==> src/rtl/cdc_req_arbiter.sv <==
// Round-robin arbiter granting one clk-domain resource to N_REQ asynchronous
// 4-phase req/ack requesters; each request is resynchronized before arbitration.
module cdc_req_arbiter #(
   parameter int N_REQ  = 4,
   parameter int STAGES = 2,
   localparam int IDW   = (N_REQ > 1) ? $clog2(N_REQ) : 1
) (
   input  logic             clk,
   input  logic             rstn,
   input  logic [N_REQ-1:0] i_req,
   input  logic             i_done,
   output logic [N_REQ-1:0] o_ack,
   output logic             o_gnt_vld,
   output logic [IDW-1:0]   o_gnt_id,
   output logic             o_busy,
   output logic             o_err
);

   typedef enum logic [1:0] {IDLE, BUSY, ACK} state_t;

   state_t                         state;
   logic [IDW-1:0]                 rr_ptr;
   logic                           err_flagged;
   logic [N_REQ-1:0][STAGES-1:0]   sync_q;
   logic [N_REQ-1:0]               req_s;
   logic [IDW-1:0]                 winner;
   logic [IDW-1:0]                 next_ptr;

   // Reverse scan so the last hit is the first requester at or after ptr.
   function automatic logic [IDW-1:0] rr_pick(input logic [N_REQ-1:0] req,
                                              input logic [IDW-1:0]   ptr);
      int idx;
      rr_pick = '0;
      for (int k = N_REQ - 1; k >= 0; k--) begin
         idx = (int'(ptr) + k) % N_REQ;
         if (req[idx]) rr_pick = IDW'(idx);
      end
   endfunction

   // NOTE: sequential state uses non-blocking assignments so every flop samples pre-edge values.
   always_ff @(posedge clk) begin
      if (!rstn) begin
         sync_q <= '0;
      end else begin
         for (int i = 0; i < N_REQ; i++)
            sync_q[i] <= {sync_q[i][STAGES-2:0], i_req[i]};
      end
   end

   // NOTE: every always_comb output gets a default first, so no latch can be inferred.
   always_comb begin
      req_s    = '0;
      for (int i = 0; i < N_REQ; i++) req_s[i] = sync_q[i][STAGES-1];
      winner   = rr_pick(req_s, rr_ptr);
      next_ptr = (int'(winner) == N_REQ - 1) ? '0 : winner + 1'b1;
   end

   always_ff @(posedge clk) begin
      if (!rstn) begin
         state       <= IDLE;
         rr_ptr      <= '0;
         err_flagged <= 1'b0;
         o_ack       <= '0;
         o_gnt_vld   <= 1'b0;
         o_gnt_id    <= '0;
         o_busy      <= 1'b0;
         o_err       <= 1'b0;
      end else begin
         o_err <= 1'b0;
         case (state)
            IDLE: begin
               if (|req_s) begin
                  state       <= BUSY;
                  o_gnt_vld   <= 1'b1;
                  o_gnt_id    <= winner;
                  rr_ptr      <= next_ptr;
                  o_busy      <= 1'b1;
                  err_flagged <= 1'b0;
               end
            end
            BUSY: begin
               // A withdrawn request is reported once; the grant still waits for done.
               if (!req_s[o_gnt_id] && !err_flagged) begin
                  o_err       <= 1'b1;
                  err_flagged <= 1'b1;
               end
               if (i_done) begin
                  o_gnt_vld <= 1'b0;
                  if (req_s[o_gnt_id]) begin
                     state           <= ACK;
                     o_ack[o_gnt_id] <= 1'b1;
                  end else begin
                     state  <= IDLE;
                     o_busy <= 1'b0;
                  end
               end
            end
            ACK: begin
               if (!req_s[o_gnt_id]) begin
                  o_ack  <= '0;
                  state  <= IDLE;
                  o_busy <= 1'b0;
               end
            end
            default: begin
               state  <= IDLE;
               o_ack  <= '0;
               o_busy <= 1'b0;
            end
         endcase
      end
   end

endmodule

==> config.mk <==
export PLATFORM = sky130hd
export DESIGN_NAME = cdc_req_arbiter
export DESIGN_NICKNAME = d
export VERILOG_FILES = /design/src/rtl/cdc_req_arbiter.sv
export SDC_FILE = /design/constraint.sdc
export NUM_CORES = 1
export LEC_CHECK = 0
export CORE_UTILIZATION = 46
export CTS_BUF_LIST = sky130_fd_sc_hd__clkbuf_4 sky130_fd_sc_hd__clkbuf_8 sky130_fd_sc_hd__clkbuf_16
export DETAILED_ROUTE_END_ITERATION = 6
export PLACE_DENSITY = 0.73
export SYNTH_ARGS = -nofsm -noshare
export SYNTH_HDL_FRONTEND = slang
export SYNTH_SLANG_ARGS = --single-unit
==> constraint.sdc <==
create_clock -name clk -period 1.85 [get_ports clk]
set_input_delay 0.2775 -clock clk [delete_from_list [all_inputs] [get_ports clk]]
set_output_delay 0.2775 -clock clk [all_outputs]
set_load 0.03 [all_outputs]
Word level (Yosys, flattened, before mapping). Cells that the tools add are included.

Add/sub/neg operators: 4. Order comparisons: 6. Equal/unequal tests: 8. Mux-type cells: 39. Bitwise logic cells: 5. Reductions and logical operators: 17.

Operators by type and width (number): 2-bit 2-to-1 mux (9); 1-bit 2-to-1 mux (16); 3-bit by 4-bit < comparator with 1-bit output, second input constant (3); 4-bit 2-to-1 mux (3); 4-bit case mux with 3 select lines (1); 1-bit binary-select mux with 2-bit select (5); 2-bit inequality test, second input constant (5); 3-bit AND reduction (3); 2-bit by 3-bit < comparator with 1-bit output, second input constant (2); 2-bit case mux with 3 select lines (1); 2-bit AND reduction (3); 2-bit OR reduction (3); 2-bit by 1-bit adder with 2-bit output, second input constant (2); 2-bit adder, second input constant (2); 2-bit by 1-bit == test with 1-bit output, second input constant (2); 4-bit OR (1); 1-bit case mux with 2 select lines (2); 4-bit AND reduction (1); 4-bit OR reduction (1); 1-bit AND, first input constant (3); 1-bit case mux with 3 select lines (1); 1-bit demux with 2-bit select (1); 2-bit == test, second input constant (1); 2-bit by 1-bit >= comparator with 1-bit output, second input constant (1); other kinds (5) (7).

Bits in registers: 22. Input port bits: 7. Output and inout port bits: 9.

Longest topological paths before layout. Gate-level depths: netlist (run 1).

Depth after elaboration: 12. Depth in mapped cells: 8. Mapped depth without buffers: 6.

Worst setup path before layout (run 1). Ideal clock, no wire load.

Kind: flip-flop to flip-flop. Start: register o_gnt_id[0]. End: register o_ack[2]. Library setup time: 0.117 ns. Arrival time: 1.992 ns. Required time: 1.733 ns. Setup slack: -0.260 ns. Cell stages (with the launch flop): 7. Clock period less this slack: 2.110 ns. Path through: dfxtp_1 > mux4_2 > and2_4 > buf_6 > o31ai_4 > nor2_1 > a32o_1.

Cells in the longest elaborated chain, start to end: 8. Elaborated cells on any way between the ends: 14. Those cells by class: order compare (2); eq/ne (2); mux (7); bitwise (1); reduce/logical (2).

Ends and longest elaborated chain: from (decl) (RTL line 14) `output logic [IDW-1:0] o_gnt_id,`; from (signal assigned) (RTL line 75) `o_gnt_id <= winner;`; 2-bit by 3-bit < comparator with 1-bit output (not written as such) or 2-bit by 1-bit >= comparator with 1-bit output (tied branches) (RTL line 91) `o_ack[o_gnt_id] <= 1'b1;`; 1-bit logical AND (not written as such) (RTL line 91); 1-bit 2-to-1 mux (not written as such) (RTL line 91); 1-bit demux with 2-bit select (RTL line 91); 4-bit OR (no source line); 4-bit 2-to-1 mux (RTL line 89) `if (req_s[o_gnt_id]) begin`; 4-bit 2-to-1 mux (RTL line 87) `if (i_done) begin`; 4-bit case mux with 3 select lines (RTL line 70) `case (state)`; to (signal, indexed assignment) (RTL line 91); to (signal assigned) (RTL line 100) `o_ack <= '0;`; to (signal assigned) (RTL line 107) `o_ack <= '0;`; to (decl) (RTL line 12) `output logic [N_REQ-1:0] o_ack,`.

Parallel ways exist; a longest one is shown, timed or not. The select of a mux whose other input is x is not followed. A chain may end at the register's enable or synchronous reset.

Worst setup path after layout (run 1).
Start: register o_gnt_id[1]. End: output o_gnt_id[1].

No word-level cell between the ends.

==> results of run 1 <==
[repair_timing]
| action | CTS | global route |
|---|---|---|
| hold buffers | 0 | 0 |
| gates resized for setup | 0 | 0 |
| setup buffers | 0 | 2 |
| endpoints found under the setup margin | 0 | 1 |
[layout make-up]
| cell class | instances | share of cell area |
|---|---|---|
| multi-input cells | 71 | 0.412 |
| clock buffers | 4 | 0.0245 |
| inverters | 5 | 0.0153 |
| well taps | 27 | 0.0275 |
| flip-flops and latches | 22 | 0.362 |
| repair buffers | 21 | 0.159 |
[flip-flops by register name, indices dropped and copies added (netlist names), 2 cells and up]
| name | count |
|---|---|
| o_ack | 4 |
| state | 2 |
| rr_ptr | 2 |
| req_s | 4 |
| o_gnt_id | 2 |
| sync_q | 4 |
[through the flow]
stage | worst slack, ns | util | setup TNS (ns) | instances | hold WS (ns)
floorplan | -0.0169 | - | -0.0169 | 104 | 0.405
global placement | 0.105 | 0.591 | 0 | 144 | 0.414
detailed placement | 0.0626 | 0.591 | 0 | 144 | 0.419
CTS | 0.0306 | 0.606 | 0 | 148 | 0.450
global route | 0.00651 | 0.613 | 0 | 150 | 0.457
finish | 0.0722 | 0.613 | 0 | 150 | 0.445
[layout by cell type, fill, tap and decap left out, types with 3 or more instances in the layout]
cell,n
nor2b_1,5
o21ai_0,4
clkdlybuf4s50_1,15
ha_1,4
inv_1,5
dfxtp_1,21
a21oi_1,8
nand2b_1,3
nor2_1,5
nand2_1,6
and2_1,9
buf_4,6
clkbuf_4,4
[worst max-delay path: stages (launching register included)]
cell             delay (ns)
dfxtp_1                0.39
buf_4                  0.15
clkdlybuf4s50_1        0.66
[per-layer routing]
layer | up-vias | part of all wire
met1 | 397 | 0.48
met3 | 2 | 0.036
met5 | - | 0
li1 | 403 | -
met4 | 0 | 0.0037
met2 | 23 | 0.48
[cell families (layout without fill, tap and decap cells)]
family / Yosys count / count (layout)
compound gates: 28 / 28
xor+xnor: 1 / 1
fa+ha+maj: 4 / 4
buf+inv: 11 / 30
flops: 22 / 22
mux: 3 / 3
simple gates: 35 / 35
[report_power, final]
part / internal (W) / switching [W]
sequential: 0.000507 / 0.0000239
clock: 0.0000985 / 0.000138
combinational: 0.000114 / 0.000127
[final timing paths]
path                                   from          end  slack (ns)  depth (start not counted)
worst max register to register  o_gnt_id[0]     o_ack[2]        0.09                          5
worst max-delay path            o_gnt_id[1]  o_gnt_id[1]        0.07                          2
worst min-delay path              sync_q[4]     req_s[2]        0.45                          1
worst min register to register    sync_q[4]     req_s[2]        0.45                          1
==> flow_summary.yaml, run 1 <==
outcome:
  outcome: "complete, no violations"
yosys:
  synth-adder-area-share: 0.0502
  ys_ff_latch: 22
  ys_top_cells_by_count: "22 x dfxtp_1, 9 x and2_1, 8 x a21oi_1"
  synth_seq_area_share: 0.442
  async_reset_ff_frac: 0
  yosys.area.top_type: "dfxtp_1"
  synthTopCellsByArea: "dfxtp_1 44%, and2_1 5.6%, ha_1 5.0%"
  synthCells: 104
  ys.flop_type: "dfxtp_1"
  synth_most_common_cell: "dfxtp_1"
  synth_mux_area_frac: 0.0427
  synth_edf_count: 0
  yosys.area_share.simple: 0.196
  synth.distinct_cells: 34
  synth_top_area_share: 0.442
  netlist_area_um2: 997
  synth_compound_area_frac: 0.210
  synth-xor-area-share: 0.00878
  syn_nets: 115
  syn_area_per_cell_um2: 9.59
  synth_top_family_by_area: "compound AO/OA/AOI/OAI gates"
  yosys_warnings: 0
routing:
  ant_nets: 0
  first_pass_iters: 4
  drt_drc_violations_left: 0
  drt_iter0_drc: 17
  vias_per_cell: 5.50
  totalWireLength_mm: 1.91
  wl_per_cell_um: 12.7
  vias: 825
cts:
  cts_sinks: 22
  cts_tree: "done"
  cts-root-buf: "clkbuf_4"
  cts_made_buffers: 3
  clkLatencyLatePin_ns: 0.30
  cts_buffer_depth: 2
  cts_max_level: 1
  cts.clk_slew.worst_paths_ns: 0.12
global_routing:
  grtUsageTotal: 0.178
  grt_max_degree: 15
  grt_pass1_vias: 753
  use_met2: 0.300
  grt-busiest-layer: "met2"
  antenna_found_initial: 0
  met1_usage: 0.229
  grt_util_met3: 0.0409
  gr-total-overflow: 0
  grt_pass1_wl_mm: 3.30
pwr:
  p_leak_nw: 0.470
  power_density_mw_per_mm2: 821
  power_w: 0.00101
  irDropWorstVdd_mv: 0.514
finish:
  n_antenna_cell: 0
  area_growth_pct: 23.1
  ff_latch_area_um2: 444
  nets: 135
  fillers: 173
  stdcell_area_mm2: 0.00123
  layout-drive-gt1-share: 0.138
  multiInputGateArea_um2: 505
critical_path:
  endpoint_kind: "output port"
  crit_fanout: 5
  crit_required_ns: 1.57
  crit_arrival_ns: 1.50
  crit_type: "reg2out"
  critPathLaunchType: "flop"
die:
  io_pins: 16
  die-area_mm2: 0.00236
  rows: 16
  dieHeight_um: 48.6
  initial_utilization: 0.498
  die_x_um: 48.6
  core_area_mm2: 0.00200
hold_path:
  hold_class: "reg2reg"
timing:
  maxSlewViolCount: 0
  slew_headroom: 0.706
  fmax_mhz: 563
  hold_viol: 0
  fin_crit_ns: 1.78
  min_period_over_period: 0.961
  tightest_slew_ns: 0.438
  finalClockSkew_ns: 0.00525
  rsz0062_at_grt: "no"
  setup_viol: 0
placed_design:
  io_buffers: 15
  postPlaceCellArea_mm2: 0.00118
  place_congestion: 0.767
  hpwlAfterDp_mm: 1.39
run:
  maxCapViolCount: 0
Note: power is estimated with default switching activity, not from simulation.
==> run 2: changes to the inputs <==
ABC_AREA = 1   (was default)
CORE_UTILIZATION = 47   (was 46)
==> flow_summary.yaml, run 2 <==
finish:
  final_common_cell: "nand2_1"
  ff_latch_area_um2: 440
  layout-drive-gt1-share: 0.100
  layout_common_cells: "58 x nand2_1, 30 x inv_1, 22 x dfxtp_1, 15 x clkdlybuf4s50_1, 13 x nor2_1"
  area_growth_pct: 19.6
  nets: 202
  fillers: 218
  multiInputGateArea_um2: 571
  post-route-util: 0.605
  n_antenna_cell: 0
yosys:
  synth.distinct_cells: 23
  synthTopCellsByArea: "dfxtp_1 39%, nand2_1 19%, inv_1 9.9%"
  synth_top_area_share: 0.386
  synth_edf_count: 0
  netlist_area_mm2: 0.00114
  synth_most_common_cell: "nand2_1"
  syn_nets: 182
  ys_ff_latch: 22
  synthCells: 171
  ys_top_cells_by_count: "58 x nand2_1, 30 x inv_1, 22 x dfxtp_1"
  synth_seq_area_share: 0.386
  async_reset_ff_frac: 0
  ys.flop_type: "dfxtp_1"
  yosys.area.top_type: "dfxtp_1"
  yosys_warnings: 0
  syn_area_per_cell_um2: 6.67
critical_path:
  crit_required_ns: 1.57
  cp_num_cells: 1
  crit_fanout: 6
  crit_arrival_ns: 1.46
  crit_buf_inv: 1
  max_stage_delay_ns: 0.70
  r2r_end: "o_busy"
  crit_family: "buffers and inverters"
  worstSetupStartpoint: "o_gnt_id[0]"
  cp_cell_sequence: "clkdlybuf4s50_1"
  critPathLaunchType: "flop"
  ff2ff_setup_slack_ns: 0.28
  crit_type: "reg2out"
  endpoint: "o_gnt_id[0]"
  reg2reg_from: "state[0]"
  cp_slowest_cell: "clkdlybuf4s50_1"
  ff2ff_path_depth: 7
  endpoint_kind: "output port"
cts:
  cts.clk_slew.worst_paths_ns: 0.12
  post-cts-setup-buffers: 0
  cts_made_buffers: 3
  cts_resized: 0
  cts-root-buf: "clkbuf_4"
  cts_sinks: 22
  clkLatencyLatePin_ns: 0.31
  cts_tree: "done"
  cts_max_level: 1
  ctsHoldBuffers: 0
  cts_buffer_depth: 2
pwr:
  irDropWorstVdd_mv: 0.605
  p_switching_w: 0.000481
  power_frac_seq: 0.439
  combPwrFrac: 0.362
  netSwitchingFraction: 0.368
  clkPwrFrac: 0.199
  power_w: 0.00131
  p_leak_nw: 0.711
  power_density_mw_per_mm2: 958
  intPower_w: 0.000826
routing:
  first_pass_iters: 4
  wl_per_cell_um: 10.6
  ant_nets: 0
  vias_per_cell: 4.98
  drt_drc_violations_left: 0
  totalWireLength_mm: 2.31
  drt_iter0_drc: 38
  vias: 1086
placed_design:
  pre_cts_ws_ns: 0.301
  hpwlAfterDp_mm: 1.86
  place_congestion: 0.944
  io_buffers: 15
timing:
  fin_crit_ns: 1.73
  timing.setup.tns_ns: 0
  slew_headroom: 0.771
  finalClockSkew_ns: 0.00772
  layout_setup_ws_ns: 0.117
  setup_viol: 0
  tightest_slew_ns: 0.343
  fmax_mhz: 577
  rsz0062_at_grt: "no"
  maxSlewViolCount: 0
  hold_viol: 0
  min_period_over_period: 0.937
  holdWs_ns: 0.427
global_routing:
  grt_max_degree: 13
  grt_pass1_wl_mm: 3.94
  grt_pass1_vias: 951
  gr-total-overflow: 0
  grtUsageTotal: 0.202
  antenna_found_initial: 0
die:
  die-area_mm2: 0.00263
  initial_utilization: 0.506
  dieHeight_um: 51.2
  die_x_um: 51.2
  io_pins: 16
  rows: 17
  core_area_mm2: 0.00225
run:
  maxCapViolCount: 0
hold_path:
  hold_class: "reg2reg"
  hold_start: "sync_q[6]"
outcome:
  outcome: "complete, no violations"
==> run 2: layout make-up <==
class	instances	share of cell area
multi-input combinational	116	0.418
tap	28	0.0257
clock buffer	4	0.0266
inverter	31	0.0853
sequential	22	0.323
timing repair buffer	17	0.121
==> run 2: power groups by stage <==
stage	combinational [W]	sequential, W	clock, W
floorplan	0.000310	0.000615	0
global placement	0.000457	0.000582	0
detailed placement	0.000469	0.000585	0
CTS	0.000470	0.000574	0.000273
global route	0.000531	0.000582	0.000295
finish	0.000473	0.000574	0.000260
==> run 2: metrics by stage <==
stage / cell area, um^2 / std cells
2_1_floorplan: 1140 / 171
3_3_place_gp: 1330 / 214
3_5_place_dp: 1330 / 214
4_1_cts: 1360 / 218
5_1_grt: 1360 / 218
6_report: 1360 / 218
==> run 2: layer usage <==
| metal | part of all wire | routed length (um) | global-route usage | vias up |
|---|---|---|---|---|
| met5 | 0 | 0 | 0 | - |
| met4 | 0.0061 | 14 | 0.0586 | 0 |
| met3 | 0.062 | 143 | 0.0565 | 2 |
| met2 | 0.46 | 1070 | 0.351 | 40 |
| met1 | 0.47 | 1080 | 0.239 | 482 |
| li1 | - | - | - | 562 |
==> run 2: how the worst min path moves through the flow <==
stage	depth (start not counted)	endpoint	slack, ns
2_1_floorplan	2	sync_q[0]	0.38
3_3_place_gp	2	req_s[1]	0.39
3_5_place_dp	2	req_s[3]	0.41
4_1_cts	2	req_s[3]	0.43
5_1_grt	2	req_s[3]	0.44
6_report	2	req_s[3]	0.43
==> run 2: logic make-up after synthesis <==
family | share of synthesized area
adders and majority gates | 0.0439
AOI/OAI and AO/OA | 0.0933
DFF | 0.386
buffers and inverters | 0.113
and+or+nand+nor | 0.363
